--- src/rtl/dca_tensor_scalar_result_buffer.sv ---
// Result FIFO with launch credits for the tensor-scalar add/sub unit (no backpressure upstream).
// Optional status ports (overflow, occupancy) are enabled by defining DCA_RESULT_BUFFER_STATUS_EN.
module dca_tensor_scalar_result_buffer #(
    parameter int BW_DATA      = 32,
    parameter int DEPTH        = 8,
    parameter int MAX_INFLIGHT = 3
) (
    input  logic                     clk,
    input  logic                     rstnn,
    input  logic                     enable,
    input  logic                     clear,
    input  logic                     issue_valid,
    output logic                     issue_ready,
    input  logic                     in_valid,
    input  logic [BW_DATA-1:0]       in_result,
    output logic                     out_valid,
    input  logic                     out_ready,
    output logic [BW_DATA-1:0]       out_result
`ifdef DCA_RESULT_BUFFER_STATUS_EN
    ,
    output logic                     overflow,
    output logic [$clog2(DEPTH):0]   occupancy
`endif
);

    localparam int AW = $clog2(DEPTH);
    localparam int CW = AW + 1;
    // Inflight can never exceed DEPTH because credits cap count + inflight.
    localparam int IW = $clog2(DEPTH + MAX_INFLIGHT + 1);
    localparam int SW = ((CW > IW) ? CW : IW) + 1;

    logic [BW_DATA-1:0] r_mem [DEPTH];
    logic [AW-1:0]      r_wr_ptr;
    logic [AW-1:0]      r_rd_ptr;
    logic [CW-1:0]      r_count;
    logic [IW-1:0]      r_inflight;

    logic               w_push;
    logic               w_pop;
    logic               w_full;
    logic               w_ovf;
    logic               w_write;
    logic               w_fire;
    logic [SW-1:0]      w_sum;

    assign w_sum       = SW'(r_count) + SW'(r_inflight);
    assign issue_ready = (w_sum < SW'(DEPTH));
    assign out_valid   = (r_count != '0);
    assign out_result  = r_mem[r_rd_ptr];

    assign w_push  = in_valid & enable;
    assign w_pop   = out_valid & out_ready;
    assign w_fire  = issue_valid & issue_ready & enable;
    assign w_full  = (r_count == CW'(DEPTH));
    // A push into a full FIFO is only safe when the head leaves in the same cycle.
    assign w_ovf   = w_push & w_full & ~w_pop;
    assign w_write = w_push & ~w_ovf;

    always_ff @(posedge clk or negedge rstnn) begin
        if (!rstnn) begin
            for (int i = 0; i < DEPTH; i++) begin
                r_mem[i] <= '0;
            end
        end else if (!clear && w_write) begin
            r_mem[r_wr_ptr] <= in_result;
        end
    end

    always_ff @(posedge clk or negedge rstnn) begin
        if (!rstnn) begin
            r_wr_ptr <= '0;
            r_rd_ptr <= '0;
            r_count  <= '0;
        end else if (clear) begin
            r_wr_ptr <= '0;
            r_rd_ptr <= '0;
            r_count  <= '0;
        end else begin
            if (w_write) begin
                r_wr_ptr <= r_wr_ptr + AW'(1);
            end
            if (w_pop) begin
                r_rd_ptr <= r_rd_ptr + AW'(1);
            end
            case ({w_write, w_pop})
                2'b10:   r_count <= r_count + CW'(1);
                2'b01:   r_count <= r_count - CW'(1);
                default: r_count <= r_count;
            endcase
        end
    end

    // Same-cycle launch and arrival (integer mode) cancel; unsolicited arrivals never underflow.
    always_ff @(posedge clk or negedge rstnn) begin
        if (!rstnn) begin
            r_inflight <= '0;
        end else if (clear) begin
            r_inflight <= '0;
        end else if (w_fire && !w_write) begin
            r_inflight <= r_inflight + IW'(1);
        end else if (w_write && !w_fire && (r_inflight != '0)) begin
            r_inflight <= r_inflight - IW'(1);
        end
    end

`ifdef DCA_RESULT_BUFFER_STATUS_EN
    logic r_overflow;

    always_ff @(posedge clk or negedge rstnn) begin
        if (!rstnn) begin
            r_overflow <= 1'b0;
        end else if (clear) begin
            r_overflow <= 1'b0;
        end else if (w_ovf) begin
            r_overflow <= 1'b1;
        end
    end

    assign overflow  = r_overflow;
    assign occupancy = r_count;
`endif

endmodule

--- config.mk ---
export PLATFORM = sky130hd
export DESIGN_NAME = dca_tensor_scalar_result_buffer
export DESIGN_NICKNAME = d
export VERILOG_FILES = /design/src/rtl/dca_tensor_scalar_result_buffer.sv
export SDC_FILE = /design/constraint.sdc
export NUM_CORES = 1
export LEC_CHECK = 0
export ABC_AREA = 0
export CAP_MARGIN = 20
export CORE_UTILIZATION = 42
export CTS_BUF_LIST = sky130_fd_sc_hd__clkbuf_4
export DETAILED_ROUTE_END_ITERATION = 7
export MAX_ROUTING_LAYER = met4
export PLACE_DENSITY = 0.63
export RECOVER_POWER = 100
export SLEW_MARGIN = 0
export SYNTH_ARGS = -nofsm -noshare
export SYNTH_HDL_FRONTEND = slang
export SYNTH_SLANG_ARGS = --single-unit
export TNS_END_PERCENT = 5
--- constraint.sdc ---
create_clock -name clk -period 2.5 [get_ports clk]
set_input_delay 0.5 -clock clk [delete_from_list [all_inputs] [get_ports clk]]
set_output_delay 0.5 -clock clk [all_outputs]
set_load 0.02 [all_outputs]
# After elaboration in Yosys (flattened, before gate mapping)
# Cells that the tools add are included.
# Widths: inputs -> output; s select.
# classes
n_div	0
eq_ne	3
reduce_logical	14
add_sub_neg	7
mux	15
shift	0
magnitude_cmp	4
mul	0
n_bitwise	11
# ops
op	n
$bwmux 256	1
$bmux 32 s3	1
$demux 32 s3	1
$mux 32	3
$mux 4	4
$mux 3	4
$add 4x1->4 const B	2
$ge 4x4->1 const B	2
$not 3->4	2
$pmux 4 s2	1
$reduce_bool 4->1	2
$sub 4x1->4 const B	2
$and 1x1->1	7
$add 3x1->3 const B	2
$reduce_bool 3->1	2
$add 4x4->5	1
$logic_and 1x1->1	5
$lt 5x4->1 const B	1
$eq 4x4->1 const B	1
$lt 4x1->1 const B	1
$reduce_bool 2->1	2
$logic_not 1->1	3
$eq 2x1->1 const B	1
$eq 2x2->1 const B	1
$not 1->1	2
# totals
ramBits	0
latch_bits	0
reg_bits	270
romBits	0
output_inout_bits	34
word_cells	66
n_memories	0

# Longest topological paths before layout
# logic_depth
depth_word	11
mapped_depth	9
mapped_depth_nobuf	9

# Worst setup path after synthesis
# Ideal clock, no wire load.
# synth_timing
kind	flip-flop to flip-flop
startpoint	register r_count[0]
endpoint	register r_inflight[3]
arrival_ps	2503
slack_ps	-74
t_required_ps	2429
path_stages_with_launch	10
setup_time_ps	71
path_cell_list	dfrtp_1 buf_6 or3_4 o21ai_0 nand3_1 ha_1 a21o_1 a21o_1 a2111o_1 nand4_1
# synth_between
elab_chain_cells	10
# synth_lines
element	line	text
from (decl)	35	logic [CW-1:0] r_count;
from (signal assigned)	86	2'b10: r_count <= r_count + CW'(1);
from (signal assigned)	87	2'b01: r_count <= r_count - CW'(1);
from (signal assigned)	88	default: r_count <= r_count;
branches (longest 10 deep; another with $add 4x4->5)	n/a	
to (signal assigned)	100	r_inflight <= r_inflight + IW'(1);
to (signal assigned)	102	r_inflight <= r_inflight - IW'(1);
to (decl)	36	logic [IW-1:0] r_inflight;
# Parallel ways; which one is timed is not known.
# A chain may end at the register's enable or synchronous reset.

# Worst setup path in the final report
# layout_timing
startpoint	register r_rd_ptr[0]
endpoint	output out_result[23]
# layout_between
elab_chain_cells	4
# layout_lines
element	line	text
from (decl)	34	logic [AW-1:0] r_rd_ptr;
from (signal assigned)	83	r_rd_ptr <= r_rd_ptr + AW'(1);
$not 3->4 (implied by the code)	49	assign out_result = r_mem[r_rd_ptr];
$bmux 32 s3	49	
$mux 32 (implied by the code) (2 in a row)	49	
to (decl)	18	output logic [BW_DATA-1:0] out_result
# Every way passes these cells. The select of a mux whose other input is x is not followed.

==> summary.txt <==
Setup path
  – Reg2Reg Setup Slack: -170 ps
  – Setup CP Type: flip-flop to output port
  – Critical Path, Cell by Cell: buf_12 -> buf_12 -> buf_16 -> mux4_2 -> mux2_4 -> buf_6
  – Buffers and inverters on the worst path: 4
  – CP Launch Point: r_rd_ptr[0]
  – Slowest stage delay, CP: 530 ps
  – Most Frequent Cell on Critical Path: buf_12
  – Crit path max fanout: 5
  – Worst R2R Path Depth: 7
  – Slowest cell on crit path: dfrtp_4
  – Worst setup SP type: flip-flop
  – Worst Path Required: 2000 ps
  – RR Startpoint: r_count[3]
  – Crit path max-delay family: multiplexers
  – Reg2reg end: r_mem[56]
  – Arrival time worst endpoint: 2480 ps
  – Worst Setup End Kind: output port

Final layout
  – Fill cells: 2582
  – Final Net Count: 1013
  – Area Growth Syn to Fin: 22.0%
  – Layout cells sized above 1: 57.9%
  – Post-Route Utilization: 52.1%

Power and ir drop
  – Combinational Power Share: 31.7%
  – Switching Share: 29.4%
  – P_leak: 7.43 nW
  – Cell Int Power: 9.89 mW
  – VDD IR max: 0.489 mV
  – P_sw: 4.12 mW
  – Clock power share: 30.3%
  – Total power: 14.0 mW
  – Power density cells: 880 mW/mm^2
  – Seq pwr share: 38.0%

Logic synthesis
  – Number of synthesized flops with an enable pin: 0
  – Sequential fraction of the synthesis area: 51.7%
  – Synthesized flop and latch total: 270
  – Mapped cell area: 0.0131 mm^2
  – Async S/R FF share, synth: 100%
  – Main synth FF type: dfrtp_1
  – Yosys warnings: 0
  – Post-Syn Instances: 778
  – Avg Inst Size Synth: 16.8 um^2
  – Synth unique cells: 58
  – Post-Syn Nets: 828

Global route
  – Initial antenna violation count: 3
  – First-pass GRT wire length: 47.1 mm
  – Largest net degree at the start of global routing: 65
  – Grt total ovfl: 0
  – Vias in the first global route: 8261
  – Gr usage total: 20.1%

Timing
  – Max-slew violations: 65
  – Worst slew margin: -16.4%
  – Endpoints failing setup: 66
  – Final count of hold timing violations: 0
  – Clock skew: 39.4 ps
  – RSZ-0062 raised after global routing: true
  – F_max: 0.336 GHz
  – Final period util: 119%
  – Min Tclk post-route: 2980 ps
  – Slew @ Worst Pin: 1750 ps
  – Hold slack: 491 ps
  – Worst setup margin: -479 ps

Die
  – Initial core utilization: 42.7%
  – Die X: 178 um
  – I/O pins: 73
  – Die ar.: 0.0318 mm^2
  – Core Footprint: 0.0306 mm^2
  – Row cnt: 64
  – Die height: 178 um

Route
  – Routed Wire Length: 29.4 mm
  – DRC: 0
  – First DRT Iteration DRCs: 432
  – Drt pass-1 iters: 4
  – DR WL/cell: 20.8 um
  – Post-route ant nets: 0
  – Vias post-DR: 7516
  – Routed vias/inst: 5.31

Run
  – Max-Cap Viols: 1

Clock network
  – Worst-Skew Late Latency: 680 ps
  – H-tree level count: 3
  – Sink Count: 270
  – CTS Buf Count: 75
  – CTS tree: built
  – Clock-pin slew on the worst setup and hold paths: 60 ps
  – CTS max path bufs: 3
  – Clk Tree Root Cell: clkbuf_4

Placement
  – GPL Wtd Cong: 0.790
  – DP Worst Slack: -326 ps
  – Detail Placement HPWL: 17.1 mm
  – IO buf count: 72

Min path
  – Hold Crit Endpoint: r_mem[187]
  – Hold Path Origin: r_mem[187]
  – WHS Path Cells: 1
  – Worst Hold Class: flip-flop to flip-flop

Status
  – Status: finished, violations left
  – Failing checks: capacitance limit, slew limit, setup timing
## power groups by stage
stage	Combinational [mW]	Clock (mW)	Sequential, mW
floorplan	2.66	0	5.25
global placement	4.16	0	5.37
detailed placement	4.23	0	5.38
CTS	4.38	4.42	5.31
global route	4.77	4.65	5.38
finish	4.45	4.25	5.32
## layout make-up
type / instances / area, um^2 / area share, %
inverters: 6 / 22.5 / 0.141
repair buffers: 158 / 1650 / 10.3
well taps: 396 / 495 / 3.11
multi-input cells: 452 / 5990 / 37.6
flip-flops and latches: 270 / 6770 / 42.5
clock inverters: 21 / 185 / 1.16
diodes: 3 / 7.51 / 0.0471
clock buffers: 109 / 818 / 5.14
## stage by stage
step / cell area [um^2] / std cells / setup TNS (ps)
CTS: 15900 / 1409 / -15750
global route: 15900 / 1415 / -49590
floorplan: 13100 / 778 / 0
detailed placement: 14700 / 1263 / -15740
global placement: 14700 / 1263 / -14740
finish: 15900 / 1415 / -16320
## layer usage
layer | vias to the layer above | share of wire [%] | global-route usage (%)
met4 | 0 | 1.7 | 6.81
met3 | 42 | 4.4 | 4.52
li1 | 3333 | - | -
met1 | 3977 | 45 | 26.7
met2 | 164 | 49 | 30.5
met5 | - | 0 | -
## cells in the mapped netlist (3+ instances only)
cell type | instances | area, um^2
o211ai_1 | 3 | 22.5
o21ai_0 | 4 | 20.0
buf_6 | 13 | 146
mux2_1 | 16 | 180
nor2_1 | 12 | 45.0
ha_1 | 9 | 113
mux2_4 | 120 | 1800
clkbuf_1 | 12 | 45.0
inv_1 | 6 | 22.5
nand2_1 | 11 | 41.3
dfrtp_1 | 270 | 6760
xnor2_1 | 4 | 35.0
nor3_1 | 3 | 15.0
mux2_2 | 154 | 1730
a21oi_1 | 4 | 20.0
mux4_2 | 64 | 1440
nand3_1 | 3 | 15.0
a21o_1 | 3 | 22.5
buf_4 | 12 | 90.1
buf_2 | 8 | 40.0
## registers in the layout (all words and copies together), names as in the netlist
| signal | flops |
|---|---|
| r_count | 4 |
| r_mem | 256 |
| r_wr_ptr | 3 |
| r_rd_ptr | 3 |
| r_inflight | 4 |
## how the worst max path moves through the flow
stage                     endpoint  slack, ps  cells past startpoint
floorplan            r_inflight[3]         40                      9
detailed placement   r_inflight[3]       -330                      9
global placement     r_inflight[3]       -260                      9
CTS                 out_result[23]       -550                      6
finish              out_result[23]       -480                      6
global route        out_result[21]       -590                      6
## layout by cell type (no fill, tap or decap), types with 3 or more instances in the layout
master,n
mux2_2,139
buf_4,38
nand3_1,3
a21oi_1,4
clkbuf_1,4
dfrtp_1,266
xnor2_1,4
bufinv_16,4
buf_2,17
mux2_4,135
o211ai_1,4
buf_12,18
mux4_2,64
clkbuf_4,118
nand2_1,11
buf_8,5
diode_2,3
clkinv_1,16
o21ai_0,4
clkbuf_2,5
nor2_1,12
ha_1,7
buf_6,18
mux2_1,16
clkdlybuf4s50_1,37
inv_1,6
a21o_1,3
## cells by family (layout without fill, tap and decap cells)
family	Yosys count	in the layout	share of synthesized area [%]
xor+xnor	6	6	0.402
fa+ha+maj	11	11	1.17
compound gates	29	29	1.79
buf+inv	56	294	2.90
flops	270	270	51.7
simple gates	50	50	2.34
other cells	0	3	0
mux	356	356	39.7
## timing repair
item | CTS | global route
endpoints found under the hold margin | 55 | 0
resized for setup | 173 | 25
gates cloned | 3 | 2
hold buffers | 1 | 0
pin swaps | 0 | 3
setup buffers | 12 | 1
endpoints found under the setup margin | 34 | 35
Note: power is estimated with default switching activity, not from simulation.
